--- src/rtl/dcache_ctrl.sv ---
// Direct-mapped, write-through, no-write-allocate data cache controller with a handshaked
// backing-memory port. Optional hit/miss counters enabled by defining DCACHE_PERF_CNT_EN.
module dcache_ctrl #(
    parameter int unsigned ADDR_W     = 32,
    parameter int unsigned DATA_W     = 32,
    parameter int unsigned INDEX_BITS = 4
) (
    input  logic              clk,
    input  logic              reset,
    input  logic              cpu_req,
    input  logic              cpu_we,
    input  logic [ADDR_W-1:0] cpu_addr,
    input  logic [DATA_W-1:0] cpu_wdata,
    output logic [DATA_W-1:0] cpu_rdata,
    output logic              cpu_ready,
    input  logic              flush,
    output logic              busy,
    output logic              mem_req,
    output logic              mem_we,
    output logic [ADDR_W-1:0] mem_addr,
    output logic [DATA_W-1:0] mem_wdata,
    input  logic              mem_ack,
    input  logic [DATA_W-1:0] mem_rdata
`ifdef DCACHE_PERF_CNT_EN
    ,
    output logic [31:0]       hit_cnt,
    output logic [31:0]       miss_cnt
`endif
);

    localparam int unsigned Lines = 2 ** INDEX_BITS;
    localparam int unsigned TagW  = ADDR_W - INDEX_BITS - 2;

    typedef enum logic [1:0] {StIdle, StLookup, StMem, StResp} state_e;

    state_e              state_q, state_d;
    logic [ADDR_W-1:0]   addr_q, addr_d;
    logic                we_q, we_d;
    logic [DATA_W-1:0]   wdata_q, wdata_d;
    logic [DATA_W-1:0]   cpu_rdata_q, cpu_rdata_d;
    logic                cpu_ready_q, cpu_ready_d;
    logic                mem_req_q, mem_req_d;
    logic                mem_we_q, mem_we_d;
    logic [ADDR_W-1:0]   mem_addr_q, mem_addr_d;
    logic [DATA_W-1:0]   mem_wdata_q, mem_wdata_d;
    logic                busy_q, busy_d;

    logic [Lines-1:0]    valid_q;
    logic [TagW-1:0]     tag_q [Lines];
    logic [DATA_W-1:0]   data_q [Lines];

    logic [INDEX_BITS-1:0] idx;
    logic [TagW-1:0]       tag;
    logic                  hit, flush_en, line_fill, line_wr;

    assign idx = addr_q[INDEX_BITS+1:2];
    assign tag = addr_q[ADDR_W-1:INDEX_BITS+2];
    assign hit = valid_q[idx] && (tag_q[idx] == tag);

`ifdef DCACHE_PERF_CNT_EN
    logic [31:0] hit_cnt_q, hit_cnt_d, miss_cnt_q, miss_cnt_d;
`endif

    always_comb begin
        state_d     = state_q;
        addr_d      = addr_q;
        we_d        = we_q;
        wdata_d     = wdata_q;
        cpu_rdata_d = cpu_rdata_q;
        cpu_ready_d = 1'b0;
        mem_req_d   = mem_req_q;
        mem_we_d    = mem_we_q;
        mem_addr_d  = mem_addr_q;
        mem_wdata_d = mem_wdata_q;
        flush_en    = 1'b0;
        line_fill   = 1'b0;
        line_wr     = 1'b0;
`ifdef DCACHE_PERF_CNT_EN
        hit_cnt_d   = hit_cnt_q;
        miss_cnt_d  = miss_cnt_q;
`endif
        case (state_q)
            StIdle: begin
                if (flush) begin
                    flush_en = 1'b1;
`ifdef DCACHE_PERF_CNT_EN
                    hit_cnt_d  = '0;
                    miss_cnt_d = '0;
`endif
                end else if (cpu_req) begin
                    addr_d  = cpu_addr;
                    we_d    = cpu_we;
                    wdata_d = cpu_wdata;
                    state_d = StLookup;
                end
            end
            StLookup: begin
`ifdef DCACHE_PERF_CNT_EN
                if (hit) begin
                    if (hit_cnt_q != '1) hit_cnt_d = hit_cnt_q + 32'd1;
                end else if (miss_cnt_q != '1) begin
                    miss_cnt_d = miss_cnt_q + 32'd1;
                end
`endif
                if (!we_q && hit) begin
                    cpu_rdata_d = data_q[idx];
                    cpu_ready_d = 1'b1;
                    state_d     = StResp;
                end else begin
                    // Stores always go through to memory; the line is only updated on a hit.
                    mem_req_d  = 1'b1;
                    mem_we_d   = we_q;
                    mem_addr_d = addr_q;
                    if (we_q) mem_wdata_d = wdata_q;
                    line_wr    = we_q && hit;
                    state_d    = StMem;
                end
            end
            StMem: begin
                if (mem_ack) begin
                    mem_req_d   = 1'b0;
                    cpu_ready_d = 1'b1;
                    if (!we_q) begin
                        line_fill   = 1'b1;
                        cpu_rdata_d = mem_rdata;
                    end
                    state_d = StResp;
                end
            end
            StResp: state_d = StIdle;
            default: state_d = StIdle;
        endcase
        busy_d = (state_d != StIdle);
    end

    always_ff @(posedge clk or negedge reset) begin
        if (!reset) begin
            state_q     <= StIdle;
            addr_q      <= '0;
            we_q        <= 1'b0;
            wdata_q     <= '0;
            cpu_rdata_q <= '0;
            cpu_ready_q <= 1'b0;
            mem_req_q   <= 1'b0;
            mem_we_q    <= 1'b0;
            mem_addr_q  <= '0;
            mem_wdata_q <= '0;
            busy_q      <= 1'b0;
            valid_q     <= '0;
        end else begin
            state_q     <= state_d;
            addr_q      <= addr_d;
            we_q        <= we_d;
            wdata_q     <= wdata_d;
            cpu_rdata_q <= cpu_rdata_d;
            cpu_ready_q <= cpu_ready_d;
            mem_req_q   <= mem_req_d;
            mem_we_q    <= mem_we_d;
            mem_addr_q  <= mem_addr_d;
            mem_wdata_q <= mem_wdata_d;
            busy_q      <= busy_d;
            if (flush_en) valid_q <= '0;
            else if (line_fill) valid_q[idx] <= 1'b1;
        end
    end

    // Tag/data storage needs no reset; valid bits gate every use.
    always_ff @(posedge clk) begin
        if (line_fill) begin
            tag_q[idx]  <= tag;
            data_q[idx] <= mem_rdata;
        end else if (line_wr) begin
            data_q[idx] <= wdata_q;
        end
    end

`ifdef DCACHE_PERF_CNT_EN
    always_ff @(posedge clk or negedge reset) begin
        if (!reset) begin
            hit_cnt_q  <= '0;
            miss_cnt_q <= '0;
        end else begin
            hit_cnt_q  <= hit_cnt_d;
            miss_cnt_q <= miss_cnt_d;
        end
    end
    assign hit_cnt  = hit_cnt_q;
    assign miss_cnt = miss_cnt_q;
`endif

    assign cpu_rdata = cpu_rdata_q;
    assign cpu_ready = cpu_ready_q;
    assign mem_req   = mem_req_q;
    assign mem_we    = mem_we_q;
    assign mem_addr  = mem_addr_q;
    assign mem_wdata = mem_wdata_q;
    assign busy      = busy_q;

endmodule

--- config.mk ---
export PLATFORM = sky130hd
export DESIGN_NAME = dcache_ctrl
export DESIGN_NICKNAME = d
export VERILOG_FILES = /design/src/rtl/dcache_ctrl.sv
export SDC_FILE = /design/constraint.sdc
export NUM_CORES = 1
export LEC_CHECK = 0
export CAP_MARGIN = 15
export CORE_ASPECT_RATIO = 1.2
export CORE_MARGIN = 2
export CORE_UTILIZATION = 50
export CTS_BUF_LIST = sky130_fd_sc_hd__clkbuf_8
export CTS_CLUSTER_DIAMETER = 100
export DETAILED_ROUTE_END_ITERATION = 8
export GPL_ROUTABILITY_DRIVEN = 0
export PLACE_DENSITY = 0.71
export SYNTH_ARGS = -nofsm -noshare
export SYNTH_HDL_FRONTEND = slang
export SYNTH_SLANG_ARGS = --single-unit
--- constraint.sdc ---
create_clock -name clk -period 6.1 [get_ports clk]
set_input_delay 0.915 -clock clk [delete_from_list [all_inputs] [get_ports clk]]
set_output_delay 0.915 -clock clk [all_outputs]
set_load 0.02 [all_outputs]
==> results_dict.tcl <==
set metrics [dict create \
    rrSetupSlack_ns 0.65 \
    synth_seq_cells 1111 \
    worstMarginPinSlew_ns 1.13 \
    syn-mean-instance-area_um2 20.5 \
    cts-root-buf "clkbuf_8" \
    utilization_pct 58.2 \
    place_ws_ns 0.698 \
    worstSetupEndpointType "flip-flop" \
    vdd_ir_drop_max_v 0.000451 \
    cts_tree "built" \
    finalNetCount 2588 \
    vias 22400 \
    intPower_w 0.0162 \
    max_stage_delay_ns 0.96 \
    cts_resized 0 \
    h-tree-depth 4 \
    slew_violations 0 \
    clkSinkCount 1111 \
    regArea_um2 32500 \
    hold_path.class "input pin to async pin" \
    wire_per_inst_um 27.5 \
    syn_nets 2258 \
    holdWs_ns 0.155 \
    finalWirelength_mm 104 \
    area_growth_pct 15.4 \
    dp_hpwl_mm 59.2 \
    r2r_cells 11 \
    slowest_stage "dfrtp_4" \
    via_per_inst 5.93 \
    syn_inst 2153 \
    clk_latency_ns 0.85 \
    ys_warn_count 0 \
    grt_use_total_pct 23.4 \
    comb_power_share_pct 32.0 \
    drt_pre_antenna_iters 7 \
    synth_edf_count 928 \
    dpl.cell_count 3459 \
    layout-drive-gt1-share_pct 27.1 \
    cts_setup_buffers 0 \
    p_clk_share_pct 24.4 \
    crit_path_max_fanout 41 \
    finalClockSkew_ns 0.0664 \
    syn_area_um2 44200 \
    die_h_um 330 \
    rsz0062_at_grt "no" \
    switching_share_pct 32.9 \
    critPathArrivalTime_ns 5.89 \
    clockBufferDepth 3 \
    finalCritPeriodShare_pct 89.3 \
    drt_iter0_markers 2406 \
    crit_path_start_kind "flip-flop" \
    ys_seq_area_share_pct 73.4 \
    placedInstanceArea_um2 47700 \
    fin_area_um2 51000 \
    crit_type "flip-flop to flip-flop" \
    pwr-share-seq_pct 43.6 \
    grt_pass1_vias 23800 \
    grt_pass1_wl_mm 153 \
    p_per_area_nw_per_um2 473 \
    coreArea_um2 87700 \
    start_util_pct 50.4 \
    fp.dieArea_um2 90800 \
    synth-main-ff-cell "edfxtp_1" \
    crit_required_ns 6.54 \
    nFillCells 6308 \
    final_cell_mix "edfxtp_1, mux4_2, clkdlybuf4s50_1" \
    maxCapViolations 0 \
    crit_path_cell_trace "buf_4 > and2_1 > a22oi_1 > a21o_1 > a221oi_1 > a22oi_1 > a2111oi_1 > nand3_2 > o21a_1 > nor4_2 > buf_4" \
    finalSetupViolations 0 \
    layout_commonest_cell "edfxtp_1" \
    worst_slack_ns 0.651 \
    cts_hold_buf 0 \
    leakagePower_nw 17.6 \
    slew_headroom_pct 24.6 \
    stdcell_count 3779 \
    die-width_um 275 \
    yosysUniqueCellTypes 71 \
    hold_viol 0 \
    port_buffers 201 \
    overflow 0 \
    path_clk_slew_ns 0.06 \
    drc 0 \
    grt_max_degree 107 \
    multiInputGateArea_um2 11100 \
    rows 119 \
    antenna_found_initial 1 \
    cts-buffers-inserted 170 \
    ant_nets 0 \
    period_needed_ns 5.45 \
    io_pins 202 \
    async_reset_ff_share_pct 16.5 \
    status "complete, no violations" \
    switchingPower_w 0.00793 \
    fmaxAchievable_mhz 184 \
]
-- through the flow --
step           TNS (ns)  power (W)
6_report              0     0.0241
5_1_grt               0     0.0252
4_1_cts               0     0.0243
2_1_floorplan    -14.69     0.0157
3_3_place_gp          0     0.0182
3_5_place_dp          0     0.0184
-- final timing paths --
path | startpoint | endpoint
worst max register to register | addr_q[2]$_DFFE_PN0P_ | data_q[12][7]$_DFFE_PP_
max in group asynchronous | reset | cpu_rdata[12]$_DFFE_PN0P_
worst min register to register | mem_addr[27]$_DFFE_PN0P_ | mem_addr[27]$_DFFE_PN0P_
worst max-delay path | addr_q[2]$_DFFE_PN0P_ | data_q[12][7]$_DFFE_PP_
min in group clk | mem_addr[27]$_DFFE_PN0P_ | mem_addr[27]$_DFFE_PN0P_
worst min-delay path | reset | mem_addr[11]$_DFFE_PN0P_
-- worst max-delay path, delay by kind of cell (launching register included) --
family	cells	cell delay, ns
flops	1	0.96
buf+inv	2	1.05
compound gates	6	2.04
simple gates	3	0.93
-- cells in the mapped netlist, types with 21 or more instances --
cell type / instances / share of area, %
edfxtp_1: 928 / 63
mux4_2: 219 / 11
dfrtp_1: 183 / 10
nand2_1: 125 / 1.1
mux2_2: 124 / 3.2
mux2i_1: 110 / 2.5
mux2_1: 52 / 1.3
clkbuf_1: 43 / 0.37
mux2_4: 31 / 1.1
nor2_1: 30 / 0.25
a22oi_1: 25 / 0.42
buf_2: 25 / 0.28
xnor2_1: 21 / 0.42
-- power groups by stage --
stage | combinational [W] | clock [W] | sequential [W]
after floorplan | 0.00515 | 0 | 0.0106
after global placement | 0.00763 | 0 | 0.0106
after detailed placement | 0.00774 | 0 | 0.0107
after CTS | 0.00779 | 0.00600 | 0.0105
after global routing | 0.00820 | 0.00635 | 0.0107
final | 0.00772 | 0.00588 | 0.0105
-- registers in the layout (all words and copies together), names as in the netlist --
name,cells
we_q,1
cpu_ready,1
data_q,512
mem_addr,32
cpu_rdata,32
wdata_q,32
tag_q,416
valid_q,16
mem_we,1
addr_q,32
mem_req,1
busy,1
state_q,2
mem_wdata,32
-- cell families (layout without fill, tap and decap cells) --
family          Yosys count  in the layout  share of synthesized area (%)
other cells               0              2                              0
xor+xnor                 32             32                          0.634
simple gates            227            227                           2.40
fa+ha+maj                 3              3                         0.0850
flops                  1111           1111                           73.4
compound gates          108            108                           1.92
mux                     547            547                           19.9
buf+inv                 125            600                           1.66
-- routing by layer --
layer	GRT usage, %	wire length (um)	up-vias
met4	8.71	3100	0
met2	39.2	53000	934
met3	4.90	7790	191
li1	-	-	9432
met5	0	0	-
met1	30.2	39900	11800
-- area by class of cell --
class	count	area share [%]
Clock inverter	136	1.52
Tap cell	1149	2.82
Antenna cell	2	0.00981
Multi-Input combinational cell	917	21.8
Sequential cell	1111	63.6
Clock buffer	181	4.88
Timing Repair Buffer	271	5.20
Inverter	12	0.0883
Power figures use the tool's default switching activity.
